===== config.mk =====
export PLATFORM = sky130hd
export DESIGN_NAME = mult_div_unit
export DESIGN_NICKNAME = d
export VERILOG_FILES = /design/src/rtl/mult_div_unit.sv
export SDC_FILE = /design/constraint.sdc
export NUM_CORES = 1
export LEC_CHECK = 0
export ABC_AREA = 1
export CAP_MARGIN = 20
export CORE_UTILIZATION = 44
export CTS_BUF_LIST = sky130_fd_sc_hd__clkbuf_16
export DETAILED_ROUTE_END_ITERATION = 10
export GPL_TIMING_DRIVEN = 0
export PLACE_DENSITY = 0.68
export SYNTH_ARGS = -nofsm -noshare
export SYNTH_HDL_FRONTEND = slang
export SYNTH_SLANG_ARGS = --single-unit

===== constraint.sdc =====
create_clock -name Clk -period 6.2 [get_ports Clk]
set_input_delay 1.24 -clock Clk [delete_from_list [all_inputs] [get_ports Clk]]
set_output_delay 1.24 -clock Clk [all_outputs]
set_load 0.01 [all_outputs]

===== src/rtl/mult_div_unit.sv =====
// mult_div_unit: sequential MULT/MULTU/DIV/DIVU unit with HI/LO; divider built only with MULT_DIV_DIVIDER_EN
module mult_div_unit #(
  parameter int WIDTH = 32
) (
  input  logic             Clk,
  input  logic             reset,
  input  logic             start,
  input  logic [1:0]       op,
  input  logic [WIDTH-1:0] opA,
  input  logic [WIDTH-1:0] opB,
  input  logic             hi_load,
  input  logic             lo_load,
  input  logic [WIDTH-1:0] wdata,
  output logic [WIDTH-1:0] HI,
  output logic [WIDTH-1:0] LO,
  output logic             busy,
  output logic             done,
  output logic             div_zero,
  output logic             illegal
);
  localparam int CW = $clog2(WIDTH);
  typedef enum logic [1:0] {IDLE, CALC, FIX, DONE} state_t;
  state_t state;
  logic [WIDTH-1:0] acc, shf, m, mag_a, mag_b;
  logic [CW-1:0] cnt;
  logic sign_a, sign_b, a_neg, b_neg;
  logic [WIDTH:0] madd;
  logic [2*WIDTH-1:0] prod;
  assign a_neg = ~op[0] & opA[WIDTH-1];
  assign b_neg = ~op[0] & opB[WIDTH-1];
  assign mag_a = a_neg ? -opA : opA;
  assign mag_b = b_neg ? -opB : opB;
  assign madd = shf[0] ? {1'b0, acc} + {1'b0, m} : {1'b0, acc};
  assign prod = (sign_a ^ sign_b) ? -{acc, shf} : {acc, shf};
`ifdef MULT_DIV_DIVIDER_EN
  logic is_div, borrow;
  logic [WIDTH:0] rem_sh;
  logic [WIDTH-1:0] diff, quo, rem;
  assign rem_sh = {acc, shf[WIDTH-1]};
  assign borrow = rem_sh < {1'b0, m};
  assign diff = rem_sh[WIDTH-1:0] - m;
  assign quo = (sign_a ^ sign_b) ? -shf : shf;
  assign rem = sign_a ? -acc : acc;
`endif
  // control FSM, iterative datapath and registered HI/LO/status outputs
  always_ff @(posedge Clk or posedge reset) begin
    if (reset) begin
      state <= IDLE;
      HI <= '0;
      LO <= '0;
      busy <= 1'b0;
      done <= 1'b0;
      div_zero <= 1'b0;
      illegal <= 1'b0;
      acc <= '0;
      shf <= '0;
      m <= '0;
      cnt <= '0;
      sign_a <= 1'b0;
      sign_b <= 1'b0;
`ifdef MULT_DIV_DIVIDER_EN
      is_div <= 1'b0;
`endif
    end else begin
      done <= 1'b0;
      div_zero <= 1'b0;
      illegal <= 1'b0;
      case (state)
        IDLE: begin
          if (hi_load) HI <= wdata;
          if (lo_load) LO <= wdata;
          if (start) begin
`ifdef MULT_DIV_DIVIDER_EN
            if (op[1] && opB == '0) begin
              state <= DONE;
              done <= 1'b1;
              div_zero <= 1'b1;
            end else begin
              state <= CALC;
              busy <= 1'b1;
              cnt <= '0;
              is_div <= op[1];
              sign_a <= a_neg;
              sign_b <= b_neg;
              acc <= '0;
              shf <= op[1] ? mag_a : mag_b;
              m <= op[1] ? mag_b : mag_a;
            end
`else
            if (op[1]) begin
              state <= DONE;
              done <= 1'b1;
              illegal <= 1'b1;
            end else begin
              state <= CALC;
              busy <= 1'b1;
              cnt <= '0;
              sign_a <= a_neg;
              sign_b <= b_neg;
              acc <= '0;
              shf <= mag_b;
              m <= mag_a;
            end
`endif
          end
        end
        CALC: begin
`ifdef MULT_DIV_DIVIDER_EN
          if (is_div) begin
            acc <= borrow ? rem_sh[WIDTH-1:0] : diff;
            shf <= {shf[WIDTH-2:0], ~borrow};
          end else begin
            acc <= madd[WIDTH:1];
            shf <= {madd[0], shf[WIDTH-1:1]};
          end
`else
          acc <= madd[WIDTH:1];
          shf <= {madd[0], shf[WIDTH-1:1]};
`endif
          cnt <= cnt + 1'b1;
          if (cnt == CW'(WIDTH - 1)) state <= FIX;
        end
        FIX: begin
`ifdef MULT_DIV_DIVIDER_EN
          if (is_div) begin
            HI <= rem;
            LO <= quo;
          end else
`endif
          {HI, LO} <= prod;
          busy <= 1'b0;
          done <= 1'b1;
          state <= DONE;
        end
        default: state <= IDLE;
      endcase
    end
  end
endmodule


# Word-level counts from Yosys, hierarchy flattened
# Cells that the tools add are included.
# totals
ff_bits,172
input_bits,103
out_inout_bits,68
wordCells,67
# op_classes
addsub,5
eq_ne,8
mux,28
bitwise_logic,5
n_reduce_logical,9
# ops
op,n
two-way mux 32 bit,8
one-hot mux 32 bit (2 select lines),4
two-way mux 64 bit,1
negation 32 bit,2
negation 64 bit,1
adder 32 x 32 -> 33 bit,1
two-way mux 33 bit,1
two-way mux 5 bit,2
!= test 2 bit (second input constant),5
one-hot mux 5 bit (2 select lines),1
AND reduction 3 bit,3
two-way mux 2 bit,3
one-hot mux 2 bit (3 select lines),1
AND reduction 2 bit,3
adder 5 x 1 -> 5 bit (second input constant),1
equality test 5 bit (second input constant),1
two-way mux 1 bit,5
one-hot mux 1 bit (2 select lines),2
nonzero test 2 bit,2
AND 1 bit,2
equality test 2 x 1 -> 1 bit (second input constant),1
equality test 2 bit (second input constant),1
zero test 2 bit,1
NOT 1 bit,2
bitwise XOR 1 bit,1

# Longest topological paths before layout
# Gate-level depths: netlist (run 1).
# depth
depth_word,6
mapped_depth,16

# Worst setup path before layout (run 1)
# OpenSTA, ideal clock, no wires.
# synth_path
kind,in2reg
start,in opB[1]
end,reg shf[16]
arrival_time_ns,2.421
t_required_ns,6.083
setup_slack_ns,3.662
cell_stages,13
path_buffers,0
path_cell_list,inv_1 ha_1 nand3_1 inv_1 nand3_1 nor2_1 nand2_1 o21ai_0 inv_1 nand2_1 nand3_1 nand2_1 nand2_1
# synth_between
elab_chain_len,5
# synth_lines
item,line_no,text
start: declaration,10,"input logic [WIDTH-1:0] opB,"
negation 32 bit,32,assign mag_b = b_neg ? -opB : opB;
two-way mux 32 bit,32,
two-way mux 32 bit,90,if (op[1]) begin
two-way mux 32 bit,72,if (start) begin
one-hot mux 32 bit (2 select lines),68,case (state)
end signal: assignment,101,shf <= mag_b;
end signal: assignment,118,"shf <= {madd[0], shf[WIDTH-1:1]};"
end: declaration,24,"logic [WIDTH-1:0] acc, shf, m, mag_a, mag_b;"
# Every way passes these cells. The select of a mux whose other input is x is not followed.
# A chain may end at the register's enable or synchronous reset.

# Worst setup path after layout (run 1)
# layout_path
start,in op[0]
end,reg shf[15]
# layout_between
elab_chain_len,6
# layout_lines
item,line_no,text
start: declaration,8,"input logic [1:0] op,"
NOT 1 bit,30,assign b_neg = ~op[0] & opB[WIDTH-1];
AND 1 bit,30,
two-way mux 32 bit,32,
two-way mux 32 bit,90,
two-way mux 32 bit,72,
one-hot mux 32 bit (2 select lines),68,
# Every way passes these cells. The select of a mux whose other input is x is not followed.

==> reports/summary.txt, run 1 <==
Worst Tran Pin Value: 0.940 ns
Chip height: 178 µm
Hold Fails Final Rpt: 0
P&R area growth vs syn: 20.4%
CP dominant cell by count: o21ai_0
Die width: 178 µm
Gr usage total: 37.5%
Register bit total from synthesis: 172
Setup_tns: 0 ns
Final Max Slew Viols: 0
Postcts setup bufs: 0
Final Critical Period: 3.09 ns
Layout cells sized above 1: 4.12%
DRT iter0 DRCs: 1651
Avg Inst Size Synth: 6.22 µm²
Crit start category: primary input
First-pass GRT wire length: 87.8 mm
Final Cycle Share: 49.9%
Worst-path clk slew: 0.08 ns
VDD IR max: 226 µV
Row count: 64
Initial Utilization: 44.8%
Met2 WL post-DR: 28.0 mm
Class of the worst hold path: reg -> reg
Maximum root-to-sink buffer count: 2
Fill cells: 3139
IO Count: 171
ANT cells: 0
Post-Syn Nets: 2346
# H-tree levels: 4
Routed via count: 15900
Top achievable clock speed: 323 MHz
Routed Wire Length: 59.1 mm
Initial antenna violation count: 0
Buffers & Inverters on Critical Path: 3
Final setup fails: 0
Die area: 31800 µm²
Total CTS buffers: 17
PwrDens: 574 nW/µm²
Critical path type: in -> reg
Cell Area, Synth: 13700 µm²
PostCTS Resize Cnt: 0
Primary FF master, synth: dfrtp_1
I/O Buffers: 169
Avg WL per Cell: 21.1 µm
Hold buffers post-CTS: 0
Async SR Flop Fraction: 100%
Vias per Instance: 5.67
Via count of the first global-routing pass: 15000
Core Area: 30600 µm²
Status: finished clean
Worst relative slew slack: 37.4%
Final Power: 9.47 mW
Distinct cells, synth: 49
CP peak stage delay: 0.58 ns
Drt pass-1 iters: 8
Top Layer Used: met4
Worst path required time: 6.54 ns
Seq/Total Area, Yosys: 31.4%
CTS Root Cell: clkbuf_16
Clk_skew: 0.0143 ns
Max-cap violations: 0
Sink Count: 172
Routed Antenna Nets: 0
HPWL Detailed: 48.5 mm
Leakage power: 7.83 nW
Worst path arrival time: 3.44 ns
Slowest library cell on the worst path: clkdlybuf4s50_1
Crit path max-delay family: buffers and inverters
EDFF count, synth: 0
M1 WL: 23.7 mm
Number of remaining DRC errors: 0
Gr ovfl total: 0
Crit Path Max Fanout: 10
CTS tree: done
RePlAce Congestion: 1.02
Unrepaired setup endpoints after global routing: false
Routed wl met3: 3.93 mm
Cell chain of the critical path: clkdlybuf4s50_1 -> nor2_1 -> buf_2 -> clkbuf_1 -> a21oi_1 -> o21ai_0 -> o21ai_0
Pin count of the biggest net entering global routing: 100
Synth Instances: 2201
Clk_lat worst skew: 0.48 ns
Nets: 2535
Crit end category: register
Syn. warnings: 0
cell type report:
| type | instances | area (µm²) | share of cell area (%) |
|---|---|---|---|
| flip-flops and latches | 172 | 4300 | 26.1 |
| clock inverters | 15 | 145 | 0.880 |
| inverters | 249 | 942 | 5.71 |
| multi-input cells | 1703 | 8140 | 49.4 |
| repair buffers | 170 | 1720 | 10.4 |
| plain buffers | 77 | 319 | 1.93 |
| clock buffers | 17 | 425 | 2.58 |
| well taps | 396 | 495 | 3.00 |
tightest hold or removal path, delay by kind of cell (launching register included):
kind,cells,cell delay (ns)
flops,1,0.35
compound gates,1,0.06
simple gates,1,0.05
cell usage after synthesis, types with 2 or more instances:
cell | number | share of area [%]
inv_1 | 239 | 6.5
o21ai_1 | 10 | 0.37
o221ai_1 | 2 | 0.13
nand3_1 | 218 | 8.0
dfrtp_1 | 172 | 31
a22oi_1 | 4 | 0.22
xor2_1 | 21 | 1.3
nor4_1 | 3 | 0.14
nand3_2 | 2 | 0.15
inv_2 | 7 | 0.19
nor2_1 | 308 | 8.4
buf_4 | 2 | 0.11
nand2_1 | 600 | 16
o211ai_1 | 18 | 0.99
nand3b_1 | 7 | 0.38
o31ai_1 | 4 | 0.22
clkbuf_1 | 51 | 1.4
nand4_1 | 22 | 1.0
o22ai_1 | 5 | 0.23
o21ai_0 | 132 | 4.8
xnor2_1 | 5 | 0.32
or2_2 | 7 | 0.32
ha_1 | 41 | 3.7
a21oi_1 | 195 | 7.1
nor2_4 | 3 | 0.25
nor3_2 | 2 | 0.15
a31oi_1 | 29 | 1.3
clkinv_1 | 3 | 0.082
nor3_1 | 25 | 0.91
buf_2 | 18 | 0.66
and2_1 | 3 | 0.14
o21bai_1 | 5 | 0.27
nand2_2 | 2 | 0.091
buf_1 | 6 | 0.16
o21ai_4 | 2 | 0.24
o21ai_2 | 2 | 0.13
nor2_2 | 13 | 0.59
nand2_4 | 2 | 0.16
cells by family after synthesis:
group	Yosys count	synth area share, %
flip-flops	172	31.4
XOR/XNOR	26	1.66
other	1	0.0274
AO/OA/AOI/OAI	412	16.3
buffers and inverters	326	9.15
adder cells (fa/ha/maj)	42	3.89
AND/OR/NAND/NOR	1222	37.5
through the flow:
stage | hold WS, ns | setup WS (ns) | instance area, µm² | utilization, % | cells
after floorplan | 0.453 | 0.300 | 13700 | - | 2201
after global placement | 0.468 | -2.16 | 15900 | 51.9 | 2766
after detailed placement | 0.473 | 2.67 | 15900 | 52.0 | 2767
after CTS | 0.491 | 3.15 | 16500 | 53.9 | 2799
after global routing | 0.503 | 2.94 | 16500 | 53.9 | 2799
final | 0.485 | 3.11 | 16500 | 53.9 | 2799
cells in the final DEF (no fill, tap or decap), types with 10 or more instances in the layout:
cell type	count
dfrtp_1	172
ha_1	41
o21ai_0	132
o21ai_1	10
nand2_1	600
nor2_2	13
xor2_1	21
clkbuf_1	51
clkbuf_16	17
a21oi_1	195
nor3_1	25
buf_2	18
inv_1	238
a31oi_1	29
clkdlybuf4s50_1	169
nand3_1	218
nor2_1	308
o211ai_1	18
nand4_1	22
where the power goes:
part / leakage [nW] / switching [mW] / total [mW] / internal [mW]
Sequential: 2.08 / 0.590 / 2.25 / 1.66
Clock: 0.273 / 0.560 / 1.09 / 0.535
Combinational: 5.47 / 4.14 / 6.12 / 1.98
Total: 7.83 / 5.29 / 9.47 / 4.18
sequential cells by signal (all words and copies together), names as in the netlist:
| register | flops |
|---|---|
| sign_b | 1 |
| LO | 32 |
| acc | 32 |
| sign_a | 1 |
| state | 2 |
| cnt | 5 |
| busy | 1 |
| HI | 32 |
| m | 32 |
| done | 1 |
| illegal | 1 |
| shf | 32 |
worst paths after layout:
| check | startpoint | endpoint | slack (ns) | cells past startpoint |
|---|---|---|---|---|
| max | op[0] | shf[15] | 3.11 | 7 |
| min | busy | busy | 0.49 | 2 |
| max reg2reg | shf[0] | HI[10] | 3.19 | 11 |
| min reg2reg | busy | busy | 0.49 | 2 |
| max in group asynchronous | reset | acc[22] | 4.10 | 3 |
| min in group asynchronous | reset | LO[3] | 1.21 | 2 |
layer usage:
layer | up-vias | GRT usage (%)
met5 | - | 0
met4 | 0 | 21.4
met3 | 146 | 6.44
met2 | 702 | 63.3
met1 | 7448 | 44.8
li1 | 7576 | -
(Power assumes the default switching activity.)
==> run 2, diff against run 1 <==
==> constraint.sdc (replaced) <==
create_clock -name Clk -period 2.55 [get_ports Clk]
set_input_delay 0.51 -clock Clk [delete_from_list [all_inputs] [get_ports Clk]]
set_output_delay 0.51 -clock Clk [all_outputs]
set_load 0.01 [all_outputs]
==> run 2 against run 1 <==
Effect of this change:
- critical path depth increased by 1
- largest cell class unchanged
- clock-buffer cell count unchanged
- critical path type is now reg -> reg
- die area unchanged
- critical endpoint is now LO[0]
==> reports/summary.txt, run 2 (synthesis results as in run 1) <==
Cell chain of the critical path: inv_1 -> ha_1 -> nor2_1 -> inv_1 -> o21ai_2 -> inv_2 -> clkbuf_1 -> a31oi_1
# H-tree levels: 4 (unchanged)
Final Cell Area: 16700 µm² (+1.0%)
Row count: 64 (unchanged)
Buffers & Inverters on Critical Path: 4 (+1)
Number of remaining DRC errors: 0 (unchanged)
Sink Count: 172 (unchanged)
Max-cap violations: 0 (unchanged)
RePlAce Congestion: 1.02 (-0.83%)
CP peak stage delay: 0.50 ns (-0.08 ns)
Class of the worst hold path: reg -> reg
Die area: 31800 µm² (unchanged)
Worst hold start: busy
Worst-path clk slew: 0.08 ns (about the same)
Hold buffers post-CTS: 0 (unchanged)
Final Critical Period: 2.40 ns
CTS Root Cell: clkbuf_16
Final Power: 23.4 mW (+150%)
Crit path max-delay family: buffers and inverters
CP Depth: 8 (+1)
Initial antenna violation count: 1 (+1)
Leakage power: 7.93 nW (+1.3%)
R2R Setup Slk: 0.15 ns (-3.04 ns)
Pin count of the biggest net entering global routing: 39 (-61%)
Most frequent cells in the layout: nand2_1, nor2_1, inv_1
Initial Utilization: 44.8% (unchanged)
Gr ovfl total: 0 (unchanged)
Top achievable clock speed: 417 MHz
PwrDens: 1400 nW/µm² (+140%)
I/O Buffers: 169 (unchanged)
CTS tree: done
Routed Antenna Nets: 0 (unchanged)
Reg2reg path depth: 8 (-3)
Worst path arrival time: 2.70 ns (-0.74 ns)
Commonest non-fill, non-tap cell in the layout: nand2_1
Setup_tns: 0 ns (unchanged)
Core Area: 30600 µm² (unchanged)
Clk_lat worst skew: 0.45 ns (-0.03 ns)
Critical path type: reg -> reg
Crit end category: register
Vias per Instance: 5.68 (+0.21%)
Met2 WL post-DR: 27.9 mm (-0.57%)
IO Count: 171 (unchanged)
ANT cells: 0 (unchanged)
CP startpoint: state[0]
CP endpoint: LO[0]
Chip height: 178 µm (unchanged)
Nets: 2540 (+0.20%)
Final Cycle Share: 94.1%
DRT iter0 DRCs: 1522 (-7.8%)
CP dominant cell by count: inv_1
Gr usage total: 38.0% (+0.50 points)
Drt pass-1 iters: 8 (unchanged)
R2R Path Start: state[0]
Worst Tran Pin Value: 0.896 ns (-0.0436 ns)
Maximum root-to-sink buffer count: 2 (unchanged)
Area after DPL: 16000 µm² (+0.31%)
R2r endpoint: LO[0]
Final Max Slew Viols: 0 (unchanged)
Slowest library cell on the worst path: clkbuf_1
Final Core Density: 54.4% (+0.54 points)
Final setup fails: 0 (unchanged)
Fill cells: 3129 (-0.32%)
Layout cells sized above 1: 5.32% (+1.2 points)
Top Layer Used: met4
Crit Path Max Fanout: 10 (unchanged)
Clk_skew: 0.0109 ns (-0.00346 ns)
Routed wl met3: 4.92 mm (+25%)
VDD IR max: 569 µV (+150%)
Die width: 178 µm (unchanged)
P&R area growth vs syn: 21.6%
Avg WL per Cell: 21.2 µm (+0.52%)
Hold Fails Final Rpt: 0 (unchanged)
Routed via count: 15900 (+0.39%)
Worst path required time: 2.85 ns (-3.69 ns)
Total CTS buffers: 17 (unchanged)
HPWL Detailed: 49.1 mm (+1.3%)
Fin cells: 2804 (+0.18%)
Worst relative slew slack: 40.3% (+2.9 points)
Unrepaired setup endpoints after global routing: false
M1 WL: 24.1 mm (+1.7%)
Routed Wire Length: 59.5 mm (+0.70%)
Cell count after placement: 2770 (+0.11%)
First-pass GRT wire length: 89.8 mm (+2.3%)
Crit start category: register
Via count of the first global-routing pass: 15300 (+2.0%)
Status: finished clean
run 2: per-layer routing:
metal | vias to the layer above | track usage (%)
met1 | 7464 | 47.4
met2 | 746 | 63.6
met4 | 0 | 17.1
li1 | 7589 | -
met3 | 135 | 6.93
met5 | - | 0
run 2: metrics by stage:
stage | hold slack (ns) | worst slack, ns
global route | 0.518 | 0.0133
CTS | 0.505 | 0.00790
finish | 0.504 | 0.152
global placement | 0.478 | -1.69
detailed placement | 0.493 | -0.435
floorplan | 0.453 | -0.157
run 2: power breakdown:
part / total [mW] / switching (mW) / internal, mW
Combinational: 15.1 / 10.2 / 4.94
Clock: 2.76 / 1.36 / 1.40
Sequential: 5.48 / 1.44 / 4.04
Total: 23.4 / 13.0 / 10.4
run 2: cell type report:
class | count | area [µm²] | share of cell area, %
Timing Repair Buffer | 177 | 1810 | 10.9
Sequential cell | 172 | 4310 | 25.9
Inverter | 249 | 941 | 5.65
Buffer | 75 | 327 | 1.96
Tap cell | 396 | 495 | 2.97
Clock buffer | 17 | 425 | 2.55
Clock inverter | 15 | 169 | 1.01
Multi-Input combinational cell | 1703 | 8180 | 49.1
run 2: worst min path at each step:
stage	cells after the start	endpoint	slack, ns
5_1_grt	2	m[15]	0.52
4_1_cts	1	cnt[0]	0.51
6_report	2	busy	0.50
3_3_place_gp	2	busy	0.48
3_5_place_dp	2	busy	0.49
2_1_floorplan	2	m[26]	0.45
run 2: worst register-to-register path: cells and delay by family (launching register included):
family	cells	cell delay, ns
buffers and inverters	4	0.94
DFF	1	0.42
adders and majority gates	1	0.39
AOI/OAI and AO/OA	2	0.38
and+or+nand+nor	1	0.10
run 2: repair_timing:
action | CTS | global route
gates resized for setup | 9 | 23
buffers inserted | 0 | 4
endpoints found under the hold margin | 0 | 0
pin swaps | 0 | 2
setup endpoints to repair | 45 | 100
